[config.mk]
export PLATFORM = sky130hd
export DESIGN_NAME = mole_judge
export DESIGN_NICKNAME = d
export VERILOG_FILES = /design/src/rtl/mole_judge.sv
export SDC_FILE = /design/constraint.sdc
export NUM_CORES = 1
export LEC_CHECK = 0
export CAP_MARGIN = 0
export CORE_MARGIN = 2
export CORE_UTILIZATION = 30
export CTS_BUF_LIST = sky130_fd_sc_hd__clkbuf_16
export DETAILED_ROUTE_END_ITERATION = 12
export PLACE_DENSITY = 0.48
export RECOVER_POWER = 100
export SLEW_MARGIN = 20
export SYNTH_ARGS = -nofsm -noshare
export SYNTH_HDL_FRONTEND = slang
export SYNTH_SLANG_ARGS = --single-unit
[constraint.sdc]
create_clock -name clk -period 2.8 [get_ports clk]
set_input_delay 0.84 -clock clk [delete_from_list [all_inputs] [get_ports clk]]
set_output_delay 0.84 -clock clk [all_outputs]
set_load 0.02 [all_outputs]
[src/rtl/mole_judge.sv]
// Whack-a-mole game-play judge: picks holes, raises moles, scores key presses.
// Optional MOLE_WRONG_KEY_MISS_EN: a wrong-key press in UP pulses miss.
module mole_judge #(
    parameter int         HOLES      = 4,
    parameter int         WINDOW     = 3,
    parameter int         GAME_TICKS = 30,
    parameter logic [7:0] LFSR_SEED  = 8'hA5
) (
    input  logic             clk,
    input  logic             Reset,
    input  logic             tick,
    input  logic             start,
    input  logic [HOLES-1:0] keys,
    output logic [HOLES-1:0] mole_onehot,
    output logic             player_signal,
    output logic             miss,
    output logic             timer_signal,
    output logic [7:0]       round_count,
    output logic [7:0]       hit_count
);
    // state | meaning
    // IDLE  | waiting for start, counters cleared
    // PICK  | step LFSR, choose next hole (one cycle)
    // UP    | mole raised, judging key edges against the window
    // DOWN  | mole lowered, waiting for the next tick
    // DONE  | game time expired, timer_signal held until start drops
    typedef enum logic [2:0] {S_IDLE, S_PICK, S_UP, S_DOWN, S_DONE} state_t;

    localparam int HW = $clog2(HOLES);

    state_t           state_q, state_d;
    logic [7:0]       lfsr_q, lfsr_d;
    logic [HW-1:0]    hole_q, hole_d;
    logic             prev_vld_q, prev_vld_d;
    logic [HOLES-1:0] keys_q;
    logic [3:0]       win_q, win_d;
    logic [7:0]       game_q, game_d;
    logic [HOLES-1:0] mole_q, mole_d;
    logic             player_q, player_d;
    logic             miss_q, miss_d;
    logic             timer_q, timer_d;
    logic [7:0]       round_q, round_d;
    logic [7:0]       hit_q, hit_d;

    logic [HOLES-1:0] key_edge;
    logic [HOLES-1:0] mole_mask;
    logic             hit_edge;
    logic             wrong_edge;
    logic [7:0]       lfsr_step;
    logic [HW-1:0]    pick_raw;
    logic [HW-1:0]    pick_hole;
    logic             active;
    logic             game_end;

    // XNOR feedback on taps 8,6,5,4; the all-ones state is the lock-up value.
    assign lfsr_step  = {lfsr_q[6:0], ~(lfsr_q[7] ^ lfsr_q[5] ^ lfsr_q[4] ^ lfsr_q[3])};
    assign pick_raw   = lfsr_step[HW-1:0];
    assign pick_hole  = (prev_vld_q && (pick_raw == hole_q)) ? pick_raw + HW'(1) : pick_raw;
    assign key_edge   = keys & ~keys_q;
    assign mole_mask  = HOLES'(1) << hole_q;
    assign hit_edge   = key_edge[hole_q];
    assign wrong_edge = |(key_edge & ~mole_mask);
    assign active     = (state_q == S_PICK) || (state_q == S_UP) || (state_q == S_DOWN);
    assign game_end   = tick && (game_q == 8'd1);

    function automatic logic [7:0] sat_inc(input logic [7:0] v);
        return (v == 8'hFF) ? v : v + 8'd1;
    endfunction

    always_comb begin
        state_d    = state_q;
        lfsr_d     = lfsr_q;
        hole_d     = hole_q;
        prev_vld_d = prev_vld_q;
        win_d      = win_q;
        game_d     = game_q;
        player_d   = 1'b0;
        miss_d     = 1'b0;
        round_d    = round_q;
        hit_d      = hit_q;

        case (state_q)
            S_IDLE: begin
                if (start) begin
                    game_d  = 8'(GAME_TICKS);
                    state_d = S_PICK;
                end
            end
            S_PICK: begin
                lfsr_d     = lfsr_step;
                hole_d     = pick_hole;
                prev_vld_d = 1'b1;
                win_d      = 4'(WINDOW);
                round_d    = sat_inc(round_q);
                state_d    = S_UP;
            end
            S_UP: begin
                if (tick) win_d = win_q - 4'd1;
                if (hit_edge) begin
                    player_d = 1'b1;
                    hit_d    = sat_inc(hit_q);
                    state_d  = S_DOWN;
                end else if (tick && (win_q == 4'd1)) begin
                    miss_d  = 1'b1;
                    state_d = S_DOWN;
                end
`ifdef MOLE_WRONG_KEY_MISS_EN
                else if (wrong_edge) begin
                    miss_d = 1'b1;
                end
`endif
            end
            S_DOWN: begin
                if (tick) state_d = S_PICK;
            end
            S_DONE: begin
                if (!start) state_d = S_IDLE;
            end
            default: state_d = S_IDLE;
        endcase

        // Game expiry overrides window/DOWN moves; a same-cycle hit still counts.
        if (active) begin
            if (tick) game_d = game_q - 8'd1;
            if (game_end) begin
                state_d = S_DONE;
                miss_d  = 1'b0;
                round_d = round_q;
            end
            if (!start) begin
                state_d  = S_IDLE;
                player_d = 1'b0;
                miss_d   = 1'b0;
            end
        end

        if (state_d == S_IDLE) begin
            round_d    = 8'd0;
            hit_d      = 8'd0;
            prev_vld_d = 1'b0;
        end
    end

    assign mole_d  = (state_d == S_UP) ? (HOLES'(1) << hole_d) : '0;
    assign timer_d = (state_d == S_DONE);

    always_ff @(posedge clk) begin
        if (Reset) begin
            state_q    <= S_IDLE;
            lfsr_q     <= LFSR_SEED;
            hole_q     <= '0;
            prev_vld_q <= 1'b0;
            keys_q     <= '0;
            win_q      <= '0;
            game_q     <= '0;
            mole_q     <= '0;
            player_q   <= 1'b0;
            miss_q     <= 1'b0;
            timer_q    <= 1'b0;
            round_q    <= '0;
            hit_q      <= '0;
        end else begin
            state_q    <= state_d;
            lfsr_q     <= lfsr_d;
            hole_q     <= hole_d;
            prev_vld_q <= prev_vld_d;
            keys_q     <= keys;
            win_q      <= win_d;
            game_q     <= game_d;
            mole_q     <= mole_d;
            player_q   <= player_d;
            miss_q     <= miss_d;
            timer_q    <= timer_d;
            round_q    <= round_d;
            hit_q      <= hit_d;
        end
    end

    assign mole_onehot   = mole_q;
    assign player_signal = player_q;
    assign miss          = miss_q;
    assign timer_signal  = timer_q;
    assign round_count   = round_q;
    assign hit_count     = hit_q;
endmodule

* Yosys cells after proc, flatten, opt, wreduce, memory -nomap -nowiden *
Cells that the tools add are included.

storage, ports and cells
  bits in registers = 53
  bits in latches = 0
  memory bits (writable) = 0
  ROM bits = 0
  bits of input ports = 8
  word-level logic and storage cells = 86
  memories kept = 0

operators by class
  add/subtract/negate cells = 5
  multiply operators = 0
  div/mod/pow operators = 0
  magnitude comparators = 1
  equality and inequality tests = 13
  shifts and indexed selects = 1
  mux-type cells = 33
  bitwise logic cells = 8
  reduce and logical (&&, ||, !) cells = 12

operator list
  cell                                                                           number
  8-bit two-way mux                                                              8
  3-bit two-way mux                                                              8
  8-bit by 1-bit adder with 8-bit output (second input constant)                 2
  8-bit == test (second input constant)                                          2
  3-bit case mux with 5 select lines                                             1
  1-bit two-way mux                                                              11
  3-bit by 2-bit == test with 1-bit output (second input constant)               3
  8-bit by 1-bit == test with 1-bit output (second input constant)               1
  4-bit case mux with 2 select lines                                             1
  8-bit by 1-bit subtractor with 8-bit output (second input constant)            1
  3-bit == test (second input constant)                                          2
  3-bit zero test                                                                2
  4-bit AND                                                                      1
  4-bit by 1-bit == test with 1-bit output (second input constant)               1
  2-bit two-way mux                                                              2
  4-bit two-way mux                                                              1
  2-bit inequality test (second input constant)                                  2
  4-bit inverter                                                                 1
  2-bit OR reduction                                                             2
  1-bit by 2-bit left shift with 4-bit output (first input constant)             1
  4-bit by 1-bit subtractor with 4-bit output (second input constant)            1
  3-bit by 1-bit == test with 1-bit output (second input constant)               1
  1-bit logical AND                                                              3
  2-bit by 3-bit less-than comparator with 1-bit output (second input constant)  1
  9 further kinds                                                                14

* Logic depth before layout (Yosys ltp) *
  depth in word-level cells = 12
  depth in mapped cells = 9
  mapped depth without buffers = 7

* Worst setup path before layout *
No wires, ideal clock.

  path type = in2reg
  start point = in keys[3]
  end point = reg hit_q[1] (netlist: hit_count[1])
  arrival = 2409 ps
  required time = 2681 ps
  setup slack = 272 ps
  cell stages on the path = 7
  buffers on the path = 2
  cell sequence = nor2b_1 -> mux4_2 -> a221oi_2 -> o221a_2 -> buf_6 -> buf_12 -> nor2_4

on the way
  word-level cells in the longest chain between the ends = 10
  elaborated cells on any way between the ends = 11

RTL lines
  what                                           line  source
  start: declaration                             13    input logic [HOLES-1:0] keys,
  4-bit AND (*)                                  59    assign key_edge = keys & ~keys_q;
  1-bit binary-select mux with 2-bit select (*)  61    assign hit_edge = key_edge[hole_q];
  1-bit two-way mux (not written as such) (*)    61
  3-bit two-way mux                              99    if (hit_edge) begin
  3-bit case mux with 5 select lines             82    case (state_q)
  3-bit two-way mux                              125   if (game_end) begin
  3-bit two-way mux                              130   if (!start) begin
  3-bit two-way mux                              123   if (active) begin
  3-bit zero test                                137   if (state_d == S_IDLE) begin
  2-bit OR reduction (no line)                   -
  end signal: assignment                         175   hit_q <= hit_d;
  end: declaration                               43    logic [7:0] hit_q, hit_d;

Mark *: on every way between the ends. The rest lies on a longest branch, timed or not. The select of a mux whose other input is x is not followed.
A chain may end at the register's enable or synchronous reset.

* Final worst setup path *
  start point = in tick
  end point = reg hit_q[6] (netlist: hit_count[6])

on the way
  word-level cells in the longest chain between the ends = 9
  elaborated cells on any way between the ends = 11

RTL lines
  what                                line  source
  start: declaration                  11    input logic tick,
  1-bit logical AND                   103   end else if (tick && (win_q == 4'd1)) begin
  3-bit two-way mux                   103
  3-bit two-way mux                   99
  3-bit case mux with 5 select lines  82
  3-bit two-way mux                   125
  3-bit two-way mux                   130
  3-bit two-way mux (*)               123
  3-bit zero test (*)                 137
  2-bit OR reduction (no line) (*)    -

Mark *: on every way between the ends. The rest lies on a longest branch, timed or not.

==> metrics.txt <==
total net switching power=0.000527 W; pwr/cell area=613 nW/um^2; clock network fraction of total power=35.8%; worst IR drop on VDD=0.256 mV; area fraction in and, or, nand and nor cells after synthesis=31.5%; ant diodes=0; Max-Cap Viols=0; sequential fraction of the synthesis area=42.5%; CTS buffer count=5; 1st-iter DRT viols=128; Synth Register Bits=53; row cnt=33; Final min period=2.64 ns; post-synthesis mux area share=2.51%; I/O Pins=31; Worst path top cell family by delay=buffers and inverters; core area=8130 um^2; Avg Cell Area, Syn=9.17 um^2; crit path buf inv count=3; CTS tree=done; Post-Synth Adder-Cell Area=3.01%; Post-CTS Setup Repair Bufs=0; share of the synthesized area in the top cell type=42.5%; DIE WIDTH=95.2 um; peak fanout along the critical path=7; Vias/cell=4.75; DRT Pass-1 Iters=4; Area Growth Syn to Fin=25.1%; total die area=9060 um^2; Initial Util=30.7%; WHS Path Cells=2; Slew HR=58.1%; post-cts repair resize count=0; Net Sw Frac=27.5%; Worst-path clk slew=0.07 ns; final setup TNS=0 ns; Worst Setup Start Kind=input pin; Yosys top cell by area=dfxtp_1; Worst-Margin Slew=0.628 ns; Gate Count Post-Synth=272; Async SR Flop Fraction=0%; via count=2,011; largest family of logic cells by synthesized area=simple AND/OR/NAND/NOR gates; GRT overflow=0; CTS H-tree depth=2; Slew Viols, Final=0; CTS Sinks=53; combinational share of power=19.3%; leading cell type in the layout, fill and taps excluded=dfxtp_1; RSZ-0062 raised after global routing=no; Flop pwr share=44.9%; WL/cell=12.2 um; status=complete, no violations; vias in the first global route=1,887; Crit path depth=8; Die Ht=95.2 um; initial antenna violation count=0; internal power=0.00139 W; Synth Net Count=286; CTS root buffer=clkbuf_16; synth warn=0; hold crit path type=reg -> reg; Post-Synth XOR/XNOR Area=7.02%; Fmax=0.379 GHz; total power=0.00191 W; share of layout cells above drive strength 1=10.4%; Residual DRC=0; crit-path cells=clkdlybuf4s50_1, clkbuf_1, and4bb_2, and4bb_1, a221oi_2, o221a_2, buf_4, nor3b_1; Worst Skew=0.0106 ns; Synth area leaders=dfxtp_1, xor2_1, nand2_1; Arrival @ worst endpoint=2.85 ns; Yosys cell types=47; post-route ant nets=0; commonest cells after routing, fill and taps aside=dfxtp_1, nand2_1, dlygate4sd3_1; leakage=1.24 nW; port bufs=30; GP Congestion=0.738; Layout Nets=331; Top FF cell, synth=dfxtp_1; pin count of the biggest net entering global routing=17; GRT Resource Usage Total=12.1%; first-pass GRT wire length=8.83 mm; Post-Syn Area=2490 um^2; R2R cell count=5; Synth Area in Compound Gates=9.13%; crit-path max cell delay=0.48 ns; CP Capture Type=register; period utilisation layout=94.2%; Setup-failing EPs final=0; CP required=3.01 ns; Setup CP Type=in -> reg; Final Hold Fails=0; DP HPWL=3.87 mm; Clock Path Buffers=2; Post-synth EDFFs=0; wirelength, routed=5.15 mm; number of hold buffers added after CTS=0; later-pin clock latency in the skew report=0.29 ns; Max stage delay cell, worst path=clkdlybuf4s50_1
==> power groups by stage <==
| stage | Clock (W) | Sequential (W) | Combinational (W) |
|---|---|---|---|
| 2_1_floorplan | 0 | 0.000866 | 0.000296 |
| 3_3_place_gp | 0 | 0.000878 | 0.000390 |
| 3_5_place_dp | 0 | 0.000878 | 0.000392 |
| 4_1_cts | 0.000709 | 0.000860 | 0.000393 |
| 5_1_grt | 0.000738 | 0.000870 | 0.000422 |
| 6_report | 0.000684 | 0.000860 | 0.000370 |
==> tightest hold or removal path: stages, from the launching register on <==
cell and delay, ns:
dfxtp_1 0.31, nand2_1 0.05, a21oi_1 0.05
==> kinds of logic after synthesis <==
logic type / after synthesis
AND/OR/NAND/NOR: 133
flip-flops: 53
multiplexers: 5
buffers and inverters: 21
XOR/XNOR: 20
adder cells (fa/ha/maj): 6
AO/OA/AOI/OAI: 34
==> through the flow <==
| stage | std cells | hold WS [ns] | cell area [um^2] | util, % | worst slack [ns] |
|---|---|---|---|---|---|
| 5_1_grt | 423 | 0.489 | 3120 | 38.4 | 0.0794 |
| 6_report | 423 | 0.457 | 3120 | 38.4 | 0.163 |
| 2_1_floorplan | 272 | 0.432 | 2490 | - | 0.272 |
| 3_5_place_dp | 415 | 0.450 | 3000 | 36.9 | -0.0712 |
| 4_1_cts | 423 | 0.462 | 3170 | 38.9 | 0.223 |
| 3_3_place_gp | 415 | 0.448 | 3000 | 36.9 | -0.0319 |
==> state kept, by name, summed over array words and instances, names as in the netlist <==
register	count
hit_count	8
hole_q	2
win_q	4
lfsr_q	8
keys_q	4
player_signal	1
timer_signal	1
mole_onehot	4
round_count	8
state_q	3
prev_vld_q	1
game_q	8
miss	1
==> final cells by class <==
class | instances | area (um^2)
sequential | 53 | 1060
timing repair buffer | 49 | 420
multi-input combinational | 198 | 1300
tap | 105 | 131
clock inverter | 3 | 41.3
fill | 844 | 5010
clock buffer | 5 | 125
inverter | 10 | 37.5
==> metal layers <==
layer / track usage (%) / up-vias / part of all wire [%]
met1: 16.7 / 933 / 50
met3: 2.21 / 5 / 3.2
met2: 19.7 / 26 / 46
li1: - / 1047 / -
met5: 0 / - / 0
met4: 2.54 / 0 / 0.70
==> Yosys cell counts, types with 2 or more instances <==
cell type / instances
nor2_4: 10
a21oi_1: 14
nand4_1: 6
and2_1: 2
nand3_1: 16
a211oi_1: 5
mux2i_1: 4
inv_1: 10
nor2b_1: 11
o21ai_0: 2
and3_1: 6
nand2_1: 30
nor4_1: 2
or4_1: 3
buf_2: 4
or3b_2: 2
nor3b_1: 6
nor4b_1: 3
ha_1: 6
dfxtp_1: 53
clkbuf_1: 5
nor3_1: 8
and4bb_2: 2
and4_1: 3
nor2_1: 18
xor2_1: 13
a31oi_1: 2
xnor2_1: 7
==> worst paths after layout <==
kind / from / end / slack (ns)
worst max-delay path: tick / hit_count[6]$_SDFFE_PP0P_ / 0.16
worst min-delay path: lfsr_q[2]$_SDFFE_PP1N_ / lfsr_q[3]$_SDFFE_PP0N_ / 0.46
worst max register to register: state_q[0]$_SDFF_PP0_ / round_count[1]$_SDFFE_PP0P_ / 0.62
worst min register to register: lfsr_q[2]$_SDFFE_PP1N_ / lfsr_q[3]$_SDFFE_PP0N_ / 0.46
Power figures use the tool's default switching activity.
